## src/rtl/lsu_sequencer.sv

```systemverilog
// lsu_sequencer
//   Multi-cycle load/store sequencer between the pipeline memory stage and a
//   single-port, synchronous-read data RAM. One request at a time. Loads get
//   byte/halfword lane extraction with sign/zero extension. Sub-word stores
//   are done as read-modify-write, so the RAM needs no byte enables.
//
//   Optional feature macro: LSU_MISALIGN_TRAP_EN
//     defined   : misaligned halfword/word accesses are rejected (rsp_err_o)
//     undefined : misaligned low address bits are forced to alignment
//
// Ports
//   clk_i, rst_i                 clock (rising edge), async active-high reset
//   req_valid_i / req_ready_o    request handshake (ready == sequencer idle)
//   req_we_i, req_funct3_i       store flag, access size/sign (b,h,w,bu,hu)
//   req_addr_i, req_wdata_i      byte address, right-aligned store data
//   mem_en_o, mem_we_o           RAM access / write strobes (registered)
//   mem_addr_o, mem_wdata_o      RAM word address / full write word
//   mem_rdata_i                  RAM read data, valid the cycle after a read
//   rsp_valid_o                  one-cycle completion pulse
//   rsp_rdata_o, rsp_err_o       extended load data / request rejected
module lsu_sequencer #(
  parameter int DATA_WIDTH = 32,
  parameter int ADDR_WIDTH = 32,
  parameter int MEM_AW     = 10
) (
  input  logic                  clk_i,
  input  logic                  rst_i,
  input  logic                  req_valid_i,
  output logic                  req_ready_o,
  input  logic                  req_we_i,
  input  logic [2:0]            req_funct3_i,
  input  logic [ADDR_WIDTH-1:0] req_addr_i,
  input  logic [DATA_WIDTH-1:0] req_wdata_i,
  output logic                  mem_en_o,
  output logic                  mem_we_o,
  output logic [MEM_AW-1:0]     mem_addr_o,
  output logic [DATA_WIDTH-1:0] mem_wdata_o,
  input  logic [DATA_WIDTH-1:0] mem_rdata_i,
  output logic                  rsp_valid_o,
  output logic [DATA_WIDTH-1:0] rsp_rdata_o,
  output logic                  rsp_err_o
);

  localparam logic [2:0] S_IDLE = 3'd0;
  localparam logic [2:0] S_RD   = 3'd1;
  localparam logic [2:0] S_WAIT = 3'd2;
  localparam logic [2:0] S_WR   = 3'd3;
  localparam logic [2:0] S_RSP  = 3'd4;

  // Lane extraction with sign/zero extension (32-bit data only).
  function automatic logic [31:0] load_extract(input logic [31:0] w,
                                               input logic [2:0]  f3,
                                               input logic [1:0]  off);
    logic [7:0]  b;
    logic [15:0] h;
    logic [31:0] r;
    b = w[{off, 3'b000} +: 8];
    h = off[1] ? w[31:16] : w[15:0];
    case (f3)
      3'b000:  r = {{24{b[7]}}, b};
      3'b001:  r = {{16{h[15]}}, h};
      3'b100:  r = {24'd0, b};
      3'b101:  r = {16'd0, h};
      default: r = w;
    endcase
    return r;
  endfunction

  // Replace the addressed byte/halfword lane of the read word with store data.
  function automatic logic [31:0] store_merge(input logic [31:0] w,
                                              input logic [31:0] wd,
                                              input logic [2:0]  f3,
                                              input logic [1:0]  off);
    logic [31:0] r;
    r = w;
    case (f3)
      3'b000: r[{off, 3'b000} +: 8] = wd[7:0];
      3'b001: begin
        if (off[1]) r[31:16] = wd[15:0];
        else        r[15:0]  = wd[15:0];
      end
      default: r = w;
    endcase
    return r;
  endfunction

  // Request rejection: bad funct3, sign-less stores, and optionally misalignment.
  function automatic logic req_illegal(input logic       we,
                                       input logic [2:0] f3,
                                       input logic [1:0] lo);
    logic bad;
    case (f3)
      3'b000, 3'b001, 3'b010: bad = 1'b0;
      3'b100, 3'b101:         bad = we;
      default:                bad = 1'b1;
    endcase
`ifdef LSU_MISALIGN_TRAP_EN
    if ((f3 == 3'b001 || f3 == 3'b101) && lo[0]) bad = 1'b1;
    else if (f3 == 3'b010 && lo != 2'b00)        bad = 1'b1;
    else                                         bad = bad;
`else
    bad = bad | (1'b0 & lo[0]);
`endif
    return bad;
  endfunction

  logic [2:0]            state_q, state_d;
  logic                  we_q;
  logic [2:0]            f3_q;
  logic [1:0]            off_q;
  logic [DATA_WIDTH-1:0] wdata_q;
  logic                  mem_en_q, mem_we_q;
  logic [MEM_AW-1:0]     mem_addr_q;
  logic [DATA_WIDTH-1:0] mem_wdata_q;
  logic                  rsp_valid_q, rsp_err_q;
  logic [DATA_WIDTH-1:0] rsp_rdata_q;
  logic                  accept_s, illegal_s;
  logic                  unused_addr_s;

  // Address bits above the RAM word address are deliberately dropped.
  assign unused_addr_s = ^req_addr_i[ADDR_WIDTH-1:MEM_AW+2];

  assign accept_s  = req_valid_i & (state_q == S_IDLE);
  assign illegal_s = req_illegal(req_we_i, req_funct3_i, req_addr_i[1:0]);

  // Next-state logic.
  always_comb begin
    state_d = state_q;
    case (state_q)
      S_IDLE: begin
        if (req_valid_i) begin
          if (illegal_s)                                 state_d = S_RSP;
          else if (req_we_i && req_funct3_i == 3'b010)   state_d = S_WR;
          else                                           state_d = S_RD;
        end else begin
          state_d = S_IDLE;
        end
      end
      S_RD:    state_d = S_WAIT;
      S_WAIT:  state_d = we_q ? S_WR : S_RSP;
      S_WR:    state_d = S_RSP;
      S_RSP:   state_d = S_IDLE;
      default: state_d = S_IDLE;
    endcase
  end

  // State, request latches and registered outputs (all updated on state entry).
  always_ff @(posedge clk_i or posedge rst_i) begin
    if (rst_i) begin
      state_q     <= S_IDLE;
      we_q        <= 1'b0;
      f3_q        <= 3'b000;
      off_q       <= 2'b00;
      wdata_q     <= '0;
      mem_en_q    <= 1'b0;
      mem_we_q    <= 1'b0;
      mem_addr_q  <= '0;
      mem_wdata_q <= '0;
      rsp_valid_q <= 1'b0;
      rsp_err_q   <= 1'b0;
      rsp_rdata_q <= '0;
    end else begin
      state_q <= state_d;
      if (accept_s) begin
        we_q    <= req_we_i;
        f3_q    <= req_funct3_i;
        off_q   <= req_addr_i[1:0];
        wdata_q <= req_wdata_i;
      end
      // Word address is only captured for requests that touch the RAM.
      if (accept_s && !illegal_s) mem_addr_q <= req_addr_i[MEM_AW+1:2];
      mem_en_q <= (state_d == S_RD) || (state_d == S_WR);
      mem_we_q <= (state_d == S_WR);
      if (accept_s && state_d == S_WR) begin
        mem_wdata_q <= req_wdata_i;
      end else if (state_q == S_WAIT && state_d == S_WR) begin
        mem_wdata_q <= store_merge(mem_rdata_i, wdata_q, f3_q, off_q);
      end
      rsp_valid_q <= (state_d == S_RSP);
      // Only the direct IDLE->RSP path is an error response.
      rsp_err_q   <= (state_q == S_IDLE) && (state_d == S_RSP);
      if (state_q == S_WAIT && state_d == S_RSP) begin
        rsp_rdata_q <= load_extract(mem_rdata_i, f3_q, off_q);
      end else begin
        rsp_rdata_q <= '0;
      end
    end
  end

  assign req_ready_o = (state_q == S_IDLE);
  assign mem_en_o    = mem_en_q;
  assign mem_we_o    = mem_we_q;
  assign mem_addr_o  = mem_addr_q;
  assign mem_wdata_o = mem_wdata_q;
  assign rsp_valid_o = rsp_valid_q;
  assign rsp_rdata_o = rsp_rdata_q;
  assign rsp_err_o   = rsp_err_q;

endmodule

```

## config.mk

```make
export PLATFORM = sky130hd
export DESIGN_NAME = lsu_sequencer
export DESIGN_NICKNAME = d
export VERILOG_FILES = /design/src/rtl/lsu_sequencer.sv
export SDC_FILE = /design/constraint.sdc
export NUM_CORES = 1
export LEC_CHECK = 0
export BUFFER_PORTS_ARGS = -buffer_cell sky130_fd_sc_hd__buf_2
export CAP_MARGIN = 0
export CELL_PAD_IN_SITES_DETAIL_PLACEMENT = 0
export CELL_PAD_IN_SITES_GLOBAL_PLACEMENT = 1
export CORE_ASPECT_RATIO = 0.8
export CORE_UTILIZATION = 37
export CTS_CLUSTER_DIAMETER = 150
export DETAILED_ROUTE_END_ITERATION = 12
export GPL_TIMING_DRIVEN = 0
export PLACE_DENSITY_LB_ADDON = 0.1
export SYNTH_ARGS = -nofsm -noshare
export SYNTH_HDL_FRONTEND = slang
export SYNTH_SLANG_ARGS = --single-unit
```

## constraint.sdc

```tcl
create_clock -name clk_i -period 3.1 [get_ports clk_i]
set_input_delay 0.155 -clock clk_i [delete_from_list [all_inputs] [get_ports clk_i]]
set_output_delay 0.155 -clock clk_i [all_outputs]
set_load 0.03 [all_outputs]
```

**Word level (Yosys, flattened, before mapping)**

Index checks and enable logic that the tools add are counted.

- Register bits: 103
- Latch bits: 0
- Memory bits (writable): 0
- Bits in read-only memories: 0
- Bits of input ports: 103
- Output and inout bits: 79
- Memories: 0

- $add $sub $neg: 1
- $mul: 0
- Divide/modulo/power cells: 0
- $lt $le $gt $ge: 0
- Equal/unequal tests: 13
- Shift operators: 3
- Mux-type cells: 15
- Bitwise logic cells: 1
- Reductions and logical operators: 14

Operators with widths:

| cell | count |
|---|---|
| 32-bit case mux with 4 select lines | 1 |
| 32-bit 2-to-1 mux | 3 |
| 32-bit case mux with 2 select lines | 1 |
| 16-bit 2-to-1 mux | 3 |
| 32-bit bitwise mux | 1 |
| 8-bit by 7-bit variable shift with 32-bit output (first input constant) | 1 |
| 32-bit by 6-bit indexed part select with 8-bit output | 1 |
| 8-bit by 7-bit indexed part select with 32-bit output | 1 |
| 3-bit equality test (second input constant) | 5 |
| 3-bit by 1-bit equality test with 1-bit output (second input constant) | 4 |
| 3-bit by 2-bit equality test with 1-bit output (second input constant) | 4 |
| 3-bit case mux with 4 select lines | 1 |
| 3-bit logical NOT | 3 |
| 3-bit 2-to-1 mux | 3 |
| 5-bit negation with 7-bit output | 1 |
| 1-bit logical AND | 6 |
| 3-bit OR reduction | 1 |
| 2-bit 2-to-1 mux | 1 |
| 1-bit case mux with 2 select lines | 1 |
| 2-bit nonzero test | 1 |
| 2-bit OR reduction | 1 |
| 1-bit bitwise AND | 1 |
| 1-bit logical NOT | 1 |
| 1-bit logical OR | 1 |

**Depth between registers and ports, before layout**

- Depth after elaboration: 10
- Gate-level depth with buffers: 9

**Worst setup path before layout**

No wires, ideal clock.

- Path type: flip-flop to flip-flop
- From: register off_q[1]
- To: register mem_wdata_q[16], in the netlist mem_wdata_o[16]
- Setup time: 0.067 ns
- Arrival: 2.245 ns
- Slack: 0.787 ns
- Cell stages (with the launch flop): 9
- Path buffers: 2
- Period minus slack after synthesis: 2.313 ns
- Cell sequence: dfrtp_1 -> buf_2 -> buf_2 -> clkinv_1 -> ha_1 -> nor3b_1 -> a22oi_1 -> nor3_1 -> a221o_1

- Cells in the longest elaborated chain, start to end: 6
- Elaborated cells on any way between the ends: 8
- Classes of those cells: add/sub (1); shift (2); mux (5)

RTL lines:

| item | line | RTL |
|---|---|---|
| start: declaration | 110 | `logic [1:0] off_q;` |
| start signal: assignment | 167 | `off_q <= req_addr_i[1:0];` |
| 5-bit negation with 7-bit output | 77 | `3'b000: r[{off, 3'b000} +: 8] = wd[7:0];` |
| 8-bit by 7-bit indexed part select with 32-bit output / 8-bit by 7-bit variable shift with 32-bit output (equally long branches) | 77 |  |
| 32-bit bitwise mux | 77 |  |
| 32-bit case mux with 2 select lines * | 76 | `case (f3)` |
| 32-bit 2-to-1 mux * | 176 | `end else if (state_q == S_WAIT && state_d == S_WR) begin` |
| 32-bit 2-to-1 mux * | 174 | `if (accept_s && state_d == S_WR) begin` |
| end signal: assignment | 175 | `mem_wdata_q <= req_wdata_i;` |
| end signal: assignment | 177 | `mem_wdata_q <= store_merge(mem_rdata_i, wdata_q, f3_q, off_q);` |
| end: declaration | 114 | `logic [DATA_WIDTH-1:0] mem_wdata_q;` |

Every way passes the cells marked *; elsewhere a longest branch is shown, timed or not. The select of a mux whose other input is x is not followed.
A chain may end at the register's enable or synchronous reset.

**Worst setup path in the final report**

- From: register off_q[1]
- To: register mem_wdata_q[29], in the netlist mem_wdata_o[29]

The elaborated chain is that of the path after synthesis.

==> flow_metrics.tcl <==
set metrics [dict create \
    status "completed" \
    core_region_area_sq_mm 0.01360 \
    clk_root_buffer_cell "clkbuf_16" \
    crit-reg2reg-capture "mem_wdata_o[29]$_DFFE_PP0P_" \
    p_leak_uw 0.003331 \
    maxClockFrequency_mhz 359.7 \
    cap_viol_max_count 0 \
    via_count_of_the_first_global_routing_pass 4564 \
    grt_start_max_net_pins 62 \
    reg2reg_depth 9 \
    netlist.area_leader.share_pct 49.98 \
    wire_per_inst_um 20.33 \
    synthesis.area_per_instance_sq_um 9.824 \
    cts_tree "built" \
    remaining_drc_errors 0 \
    final_antenna_net_count 0 \
    reg2reg_setup_slack_ps 320 \
    io_pins 182 \
    htree_levels 3 \
    dr_total_vias 4804 \
    worst_hold_startpoint "req_wdata_i[5]" \
    postSynth.asyncResetShare_pct 100.0 \
    dp_slack_ps -40.98 \
    holdCritPathClass "input port to flop" \
    worst_ep_required_time_ps 3300 \
    critical_path_peak_fanout 12 \
    setup_viol 0 \
    layout_worst_path_cycle_share_pct 89.67 \
    worstPathArrival_ps 2980 \
    clock_latency_ps 350 \
    global_route.overflow_total 0 \
    drt_wl_total_mm 18.05 \
    yosysMostFrequentCell "nand2_1" \
    synth.cell_area_sq_mm 0.005157 \
    syn_inst 525 \
    synth_fa_ha_area_share_pct 1.213 \
    drive_gt1_share_pct 32.77 \
    hold_violations 0 \
    synth_compound_area_share_pct 21.15 \
    number_of_synthesized_flops_with_an_enable_pin 0 \
    drt-initial-drc-count 331 \
    syn_nets 633 \
    chipHeight_um 107.6 \
    whs_path_depth 3 \
    muxShareOfSynthArea_pct 5.046 \
    stdcell_area_sq_mm 0.006620 \
    synth_top_family_by_area "compound AO/OA/AOI/OAI gates" \
    synth.ff_latch_count 103 \
    placed_cell_area_sq_mm 0.006218 \
    grt_first_pass_wirelength_mm 27.02 \
    ys_warn_count 0 \
    antennaDiodeCount 0 \
    final_max_slew_viols 0 \
    dieArea_sq_mm 0.01442 \
    finalNetCount 811 \
    rr_startpoint "off_q[1]$_DFFE_PP0P_" \
    cts_inserted_buffers 9 \
    synth_xor_area_share_pct 0 \
    die-width_um 134 \
    placement.io_buffers 161 \
    path_clk_slew_ps 70 \
    hold_path_end "wdata_q[5]$_DFFE_PP0P_" \
    dp_hpwl_mm 14.01 \
    synth.cells.most_frequent "nand2_1 (127), dfrtp_1 (103), o21ai_0 (28)" \
    post-cts-setup-buffer-count 0 \
    gpl.final_weighted_congestion 0.8666 \
    cts_max_path_buffers 2 \
    worst_pin_slew_ps 801.3 \
    clock-skew-final_ps 7.627 \
    vdd_ir_max_mv 0.6125 \
    powerDensity_mw_per_mm2 1052 \
    seq_area_frac_synth_pct 49.98 \
    critPathKind "flop to flop" \
    rsz_0062_raised_after_global_routing "false" \
    synth_flop_type "dfrtp_1" \
    antenna_found_initial 0 \
    post_synth_and_or_nand_nor_area_fraction_pct 18.10 \
    post-synth-top-area-cell "dfrtp_1" \
    final.setup.worst_slack_ps 320.2 \
    vias_per_cell 5.410 \
    synth_area_leaders "dfrtp_1 (50%), nand2_1 (9.2%), mux2_2 (3.1%), o221a_2 (2.8%), o21ai_0 (2.7%)" \
    groute.usage.overall_pct 25.81 \
    worst_slew_margin_rel_pct 46.46 \
    syn_to_final_growth_pct 28.36 \
    placementRows 38 \
    fin_crit_ps 2780 \
    start_kind "flop" \
    endpoint_kind "flop" \
    detail_route.first_pass.iterations 5 \
    clock-sinks 103 \
    floorplan.initialDensity_pct 37.93 \
    synth_cell_types 52 \
]
per-stage QoR:
| step | cells | utilization, % | hold slack, ps | setup TNS (ps) | total power (uW) |
|---|---|---|---|---|---|
| 2_1_floorplan | 525 | - | 260.4 | 0 | 4485 |
| 3_3_place_gp | 866 | 45.51 | 364.2 | -101830 | 5618 |
| 3_5_place_dp | 867 | 45.73 | 255.9 | -40.98 | 5653 |
| 4_1_cts | 887 | 48.56 | 0.1107 | 0 | 6984 |
| 5_1_grt | 888 | 48.68 | 10.74 | 0 | 7385 |
| 6_report | 888 | 48.68 | 10.70 | 0 | 6967 |
cell usage in the layout (no fill, tap or decap), types with 11 or more instances in the layout:
| cell | n |
|---|---|
| a21oi_1 | 17 |
| a22oi_1 | 15 |
| buf_2 | 176 |
| clkbuf_1 | 19 |
| dfrtp_1 | 103 |
| inv_1 | 11 |
| mux2_2 | 14 |
| nand2_1 | 127 |
| nand2b_1 | 15 |
| nand3_1 | 12 |
| nor2_1 | 12 |
| o21ai_0 | 28 |
| o221a_2 | 13 |
critical path, cell delays in order (launching register included):
cell and delay (ps):
dfrtp_1 380, buf_2 230, buf_2 270, inv_4 120
ha_1 370, nor3b_1 70, and3_1 170, buf_1 200
a222oi_1 640, o21ai_0 170
what timing repair did:
action | in CTS | in global routing
endpoints found under the setup margin | 1 | 8
gates resized for setup | 1 | 2
pin swaps | 1 | 1
hold endpoints to repair | 45 | 1
hold buffers | 4 | 1
routing by layer:
layer  share of wire (%)  wire (um)  track usage, %  vias up
met5                   0          0               0        -
met1                  48       8677           38.54     2330
met4                 1.8        318           7.549        0
li1                    -          -               -     2262
met2                  43       7754           37.93      193
met3                 7.2       1301           4.331       19
cells by family (layout without fill, tap and decap cells):
logic type | count (synthesis) | count (layout)
adder cells (fa/ha/maj) | 5 | 5
flip-flops | 103 | 103
multiplexers | 23 | 23
AO/OA/AOI/OAI | 142 | 142
buffers and inverters | 53 | 236
AND/OR/NAND/NOR | 199 | 199
how the worst max path moves through the flow:
stage,to,from,cells past startpoint
2_1_floorplan,f3_q[0]$_DFFE_PP0P_,rst_i,1
4_1_cts,mem_wdata_o[29]$_DFFE_PP0P_,off_q[1]$_DFFE_PP0P_,9
3_3_place_gp,mem_addr_o[8]$_DFFE_PP0P_,rst_i,2
5_1_grt,mem_wdata_o[29]$_DFFE_PP0P_,off_q[1]$_DFFE_PP0P_,9
3_5_place_dp,mem_wdata_o[29]$_DFFE_PP0P_,off_q[1]$_DFFE_PP0P_,9
6_report,mem_wdata_o[29]$_DFFE_PP0P_,off_q[1]$_DFFE_PP0P_,9
area by class of cell:
cell class              count  area [sq um]
well taps                 180         225.2
clock inverters             6         115.1
clock buffers              10         229.0
inverters                  15         61.31
multi-input cells         369          2352
flip-flops and latches    103          2577
fillers                  1353          6978
plain buffers              38         176.4
repair buffers            167         883.3
report_power, final:
group / total, uW / switching (uW) / internal, uW
clock network: 1310 / 514 / 795
logic: 3350 / 2250 / 1100
registers: 2300 / 451 / 1850
total: 6970 / 3220 / 3750
registers in the layout, summed over array words and instances, names as in the netlist, 2 cells and up:
signal	count
wdata_q	16
rsp_rdata_o	32
mem_wdata_o	32
state_q	3
mem_addr_o	10
f3_q	3
off_q	2
Note: power is estimated with default switching activity, not from simulation.
